$ cat config.mk
export PLATFORM = sky130hd
export DESIGN_NAME = hex_scan_ctrl
export DESIGN_NICKNAME = d
export VERILOG_FILES = /design/src/rtl/hex_scan_ctrl.sv
export SDC_FILE = /design/constraint.sdc
export NUM_CORES = 1
export LEC_CHECK = 0
export ABC_AREA = 0
export BUFFER_PORTS_ARGS = -buffer_cell sky130_fd_sc_hd__buf_2
export CAP_MARGIN = 20
export CORE_MARGIN = 5
export CORE_UTILIZATION = 54
export DETAILED_ROUTE_END_ITERATION = 12
export PLACE_DENSITY_LB_ADDON = 0.05
export SLEW_MARGIN = 25
export SYNTH_ARGS = -nofsm -noshare
export SYNTH_HDL_FRONTEND = slang
export SYNTH_SLANG_ARGS = --single-unit
$ cat constraint.sdc
create_clock -name clk -period 2.85 [get_ports clk]
set_input_delay 0.1425 -clock clk [delete_from_list [all_inputs] [get_ports clk]]
set_output_delay 0.1425 -clock clk [all_outputs]
set_load 0.02 [all_outputs]
$ cat src/rtl/hex_scan_ctrl.sv
// Scan controller for a common-anode seven-segment bank with a double-buffered digit store.
// Optional brightness control is compiled in with `define HEX_SCAN_DIM_EN.
//   state   | meaning
//   S_BLANK | guard cycles at slot start, all anodes off
//   S_ON    | current digit anode driven (within the dim window)
module hex_scan_ctrl #(
  parameter int DIGITS      = 8,
  parameter int REFRESH_DIV = 100000,
  parameter int BLANK       = 2
) (
  input  logic              clk,
  input  logic              rst,
  input  logic              wr_valid,
  output logic              wr_ready,
  input  logic [2:0]        wr_addr,
  input  logic [3:0]        wr_data,
  input  logic              wr_en,
  input  logic              wr_dp,
  input  logic              commit,
`ifdef HEX_SCAN_DIM_EN
  input  logic [1:0]        dim,
`endif
  output logic              frame_start,
  output logic [DIGITS-1:0] an,
  output logic [6:0]        hex,
  output logic              dp
);

  localparam int CW = $clog2(REFRESH_DIV);
  localparam int IW = $clog2(DIGITS);

  typedef enum logic {S_BLANK, S_ON} state_t;

  state_t                 state, state_nxt;
  logic [CW-1:0]          cnt;
  logic [2:0]             idx;
  logic [IW-1:0]          idx_s;
  logic                   pend;
  logic [DIGITS-1:0][3:0] sh_data, ac_data;
  logic [DIGITS-1:0]      sh_en, sh_dp, ac_en, ac_dp;
  logic                   tc, frame_end, wr_fire, wr_in_range, lit_win;
  logic [DIGITS-1:0]      an_nxt;
  logic [6:0]             hex_nxt;
  logic                   dp_nxt;

  function automatic logic [6:0] seg7(input logic [3:0] n);
    case (n)
      4'h0: seg7 = 7'b1000000;
      4'h1: seg7 = 7'b1111001;
      4'h2: seg7 = 7'b0100100;
      4'h3: seg7 = 7'b0110000;
      4'h4: seg7 = 7'b0011001;
      4'h5: seg7 = 7'b0010010;
      4'h6: seg7 = 7'b0000010;
      4'h7: seg7 = 7'b1111000;
      4'h8: seg7 = 7'b0000000;
      4'h9: seg7 = 7'b0010000;
      4'hA: seg7 = 7'b0001000;
      4'hB: seg7 = 7'b0000011;
      4'hC: seg7 = 7'b1000110;
      4'hD: seg7 = 7'b0100001;
      4'hE: seg7 = 7'b0000110;
      default: seg7 = 7'b0001110;
    endcase
  endfunction

  assign idx_s       = idx[IW-1:0];
  assign tc          = (cnt == CW'(REFRESH_DIV - 1));
  assign frame_end   = tc && (idx == 3'(DIGITS - 1));
  assign wr_ready    = ~pend;
  assign wr_fire     = wr_valid && !pend;
  assign wr_in_range = (32'(wr_addr) < 32'(DIGITS));

`ifdef HEX_SCAN_DIM_EN
  // dim_q is captured at cnt==0, so it is stable before any S_ON cycle of the slot.
  logic [1:0]  dim_q;
  logic [31:0] on_lim, on_off;

  always_comb begin
    on_lim = 32'(REFRESH_DIV - BLANK);
    case (dim_q)
      2'd0: on_lim = 32'((REFRESH_DIV - BLANK) / 4);
      2'd1: on_lim = 32'(((REFRESH_DIV - BLANK) * 2) / 4);
      2'd2: on_lim = 32'(((REFRESH_DIV - BLANK) * 3) / 4);
      default: on_lim = 32'(REFRESH_DIV - BLANK);
    endcase
    on_off  = 32'(cnt) - 32'(BLANK);
    lit_win = (on_off < on_lim);
  end

  always_ff @(posedge clk) begin
    if (rst) dim_q <= 2'd3;
    else if (cnt == '0) dim_q <= dim;
  end
`else
  assign lit_win = 1'b1;
`endif

  always_comb begin
    state_nxt = state;
    an_nxt    = '1;
    hex_nxt   = 7'h7F;
    dp_nxt    = 1'b1;
    if (tc) state_nxt = S_BLANK;
    else if (state == S_BLANK && cnt == CW'(BLANK - 1)) state_nxt = S_ON;
    if (state == S_ON && lit_win) begin
      an_nxt = ~(DIGITS'(1) << idx_s);
      if (ac_en[idx_s]) begin
        hex_nxt = seg7(ac_data[idx_s]);
        dp_nxt  = ~ac_dp[idx_s];
      end
    end
  end

  always_ff @(posedge clk) begin
    if (rst) begin
      state       <= S_BLANK;
      cnt         <= '0;
      idx         <= '0;
      pend        <= 1'b0;
      sh_data     <= '0;
      sh_en       <= '0;
      sh_dp       <= '0;
      ac_data     <= '0;
      ac_en       <= '0;
      ac_dp       <= '0;
      an          <= '1;
      hex         <= 7'h7F;
      dp          <= 1'b1;
      frame_start <= 1'b0;
    end else begin
      state       <= state_nxt;
      an          <= an_nxt;
      hex         <= hex_nxt;
      dp          <= dp_nxt;
      frame_start <= (cnt == '0) && (idx == '0);
      if (tc) begin
        cnt <= '0;
        idx <= (idx == 3'(DIGITS - 1)) ? 3'd0 : idx + 3'd1;
      end else begin
        cnt <= cnt + CW'(1);
      end
      if (wr_fire && wr_in_range) begin
        sh_data[wr_addr[IW-1:0]] <= wr_data;
        sh_en[wr_addr[IW-1:0]]   <= wr_en;
        sh_dp[wr_addr[IW-1:0]]   <= wr_dp;
      end
      // A commit arriving on the swap edge with nothing pending waits a full frame.
      if (frame_end && pend) begin
        ac_data <= sh_data;
        ac_en   <= sh_en;
        ac_dp   <= sh_dp;
        pend    <= 1'b0;
      end else if (commit) begin
        pend <= 1'b1;
      end
    end
  end

endmodule

==> results.py <==
metrics = {
    "run_status": {
        "status": "completed",
    },
    "detailed_routing": {
        "finalWirelength_um": 11600,
        "antenna_left": 0,
        "drtIter0Drc": 228,
        "vias": 4140,
        "dr.pass1.iters": 6,
        "drc": 0,
        "wl_per_cell_um": 14.7,
        "vias_per_cell": 5.23,
    },
    "logic_synthesis": {
        "syn_area_per_cell_um2": 9.16,
        "synth_edf_count": 0,
        "synth.most_common_cell": "dfxtp_1",
        "synth_nets": 636,
        "synthTopCellsByArea": "dfxtp_1, mux2i_1, nand2_1, nor2_1, a21oi_1",
        "synth_top_area_cell": "dfxtp_1",
        "synth_warnings": 0,
        "syn_area_um2": 5580,
        "synthArstFlopShare_pct": 0,
        "seq_area_frac_synth_pct": 48.5,
        "ys_ff_latch": 135,
        "synth.top_cell.area_share_pct": 48.5,
        "yosys-top-cells-count": "dfxtp_1, nand2_1, nor2_1",
        "synth-main-ff-cell": "dfxtp_1",
        "synth.distinct_cells": 46,
        "netlist_instances": 609,
    },
    "die": {
        "coreArea_um2": 10200,
        "die_y_um": 112,
        "rows": 37,
        "dieWidth_um": 112,
        "start_util_pct": 54.8,
        "pin_count": 31,
        "die-area_um2": 12500,
    },
    "grt": {
        "grt_overflow_total": 0,
        "grt_max_degree": 103,
        "track_usage_pct": 20.0,
        "grt_pass1_wl_um": 19900,
        "antenna_found_initial": 0,
        "grt_pass1_vias": 4190,
    },
    "place": {
        "portBuffers": 30,
        "dp_hpwl_um": 7470,
        "place.gp.congestion": 0.839,
    },
    "setup_path": {
        "crit_type": "reg -> reg",
        "crit_slowest_cell": "or3_4",
        "endpoint_kind": "flop",
        "arrival_ns": 2.75,
        "r2r_start": "idx[0]",
        "cp_data_required_time_ns": 3.22,
        "worstPathCellList": "buf_4, ha_1, ha_1, nand2_1, or3_4, nand2_1, a21oi_1",
        "timing.rr.end": "ac_data[13]",
        "reg2reg_depth": 7,
        "slowest_delay_ns": 0.63,
        "critPathMaxFanout": 48,
        "path_buf_inv": 1,
        "startpoint_type": "flop",
        "r2r_slack_ns": 0.47,
        "crit_family": "simple AND/OR/NAND/NOR gates",
    },
    "worst_hold_path": {
        "holdCritStartpoint": "wr_valid",
        "min_to": "sh_en[3]",
        "hold_path_class": "in -> reg",
        "min_path_cells": 5,
    },
    "sta": {
        "fin_skew_ns": 0.00723,
        "finalCritPeriodShare_pct": 83.6,
        "max_slew.worst_pin.slew_ns": 1.02,
        "period_needed_ns": 2.38,
        "tns_ns": 0,
        "slew_headroom_pct": 32.2,
        "fmax_ghz": 0.420,
        "final_hold_viol_count": 0,
        "rsz0062_at_grt": "no",
        "setup-violations-final": 0,
        "final_max_slew_viol_count": 0,
    },
    "clock_network": {
        "cts_tree": "built",
        "root_buffer": "clkbuf_8",
        "clk_path_buf_depth": 2,
        "cts_sinks": 135,
        "cts_setup_buffers": 0,
        "numCtsBuffers": 17,
        "clk_latency_ns": 0.53,
        "htree_levels": 4,
        "clkTransAtPathRegs_ns": 0.06,
    },
    "cells_and_area": {
        "antennaDiodeCount": 0,
        "nNetsFinal": 669,
        "syn_to_final_growth_pct": 16.7,
        "fin_util_pct": 63.9,
        "layout-drive-gt1-share_pct": 14.7,
        "fill_cells": 891,
    },
    "run": {
        "drv_cap": 0,
    },
    "power": {
        "powerDensity_nw_per_um2": 652,
        "total_leakage_power_nw": 2.61,
        "ir_worst_vdd_mv": 0.514,
    },
}
[per-stage QoR]
stage          instance area [um2]  setup slack [ns]  std cells  hold WS, ns  total power [mW]
2_1_floorplan                 5580             0.560        609        0.305              2.05
3_3_place_gp                  5820             0.539        751        0.413              2.08
3_5_place_dp                  5820             0.464        751        0.424              2.08
4_1_cts                       6510             0.439        791        0.191              4.29
5_1_grt                       6510             0.280        791        0.226              4.39
6_report                      6510             0.469        791        0.206              4.24
[flip-flops by register name, summed over array words and instances (netlist names)]
| signal | cells |
|---|---|
| cnt | 17 |
| sh_dp | 8 |
| hex | 7 |
| pend | 1 |
| dp | 1 |
| ac_en | 8 |
| ac_data | 32 |
| an | 8 |
| idx | 3 |
| sh_en | 8 |
| state | 1 |
| sh_data | 32 |
| frame_start | 1 |
| ac_dp | 8 |
[metal layers]
| layer | up-vias | GRT usage, % | routed length [um] |
|---|---|---|---|
| li1 | 2111 | - | - |
| met3 | 18 | 5.43 | 514 |
| met1 | 1946 | 23.7 | 5120 |
| met4 | 0 | 8.76 | 239 |
| met5 | - | 0 | 0 |
| met2 | 65 | 34.2 | 5740 |
[worst register-to-register path, stage by stage, from the launching register on]
cell and delay [ns]:
dfxtp_1 0.49, buf_4 0.29, ha_1 0.21, ha_1 0.21, nand2_1 0.13, or3_4 0.63, nand2_1 0.20, a21oi_1 0.07
[worst max path at each step]
stage	endpoint	cells after the start	slack, ns	start
final	ac_data[13]	7	0.47	idx[0]
after CTS	ac_dp[2]	7	0.44	idx[0]
after global placement	ac_data[5]	7	0.54	idx[0]
after floorplan	hex[3]	7	0.56	idx[1]
after global routing	ac_data[16]	7	0.28	idx[0]
after detailed placement	ac_data[25]	7	0.46	idx[0]
[cells in the final DEF, fill, tap and decap left out, types with 4 or more instances in the layout]
master,n
mux4_2,10
xor2_1,7
dfxtp_1,135
or3_1,4
nor2_1,74
nor3_1,8
and3_1,4
dlygate4sd3_1,8
clkbuf_8,4
ha_1,14
a21oi_1,51
clkinv_2,4
nand2_1,125
clkbuf_16,16
mux2i_1,55
nor4_1,5
inv_1,12
xnor2_1,8
buf_2,30
buf_4,12
nand3_1,15
nor2b_1,8
[timing repair]
item / CTS / global route
hold buffers: 8 / 0
endpoints found under the hold margin: 58 / 0
gates resized for setup: 0 / 0
[final cells by class]
type / instances / area (um2) / area share [%]
timing repair buffer: 51 / 340 / 5.23
sequential: 135 / 2700 / 41.5
tap: 136 / 170 / 2.61
clock inverter: 12 / 150 / 2.31
clock buffer: 20 / 455 / 7.00
inverter: 13 / 48.8 / 0.750
multi-input combinational: 424 / 2640 / 40.6
[cells by family after synthesis]
family          share of synthesized area (%)
buf+inv                                  4.31
mux                                      14.3
compound gates                           7.20
flops                                    48.5
fa+ha+maj                                3.14
simple gates                             20.2
xor+xnor                                 2.36
[report_power, final]
part / internal [mW] / leakage (nW) / switching, mW
logic: 0.0472 / 1.23 / 0.0789
registers: 1.91 / 1.09 / 0.0152
clock network: 1.40 / 0.293 / 0.795
(Power assumes the default switching activity.)
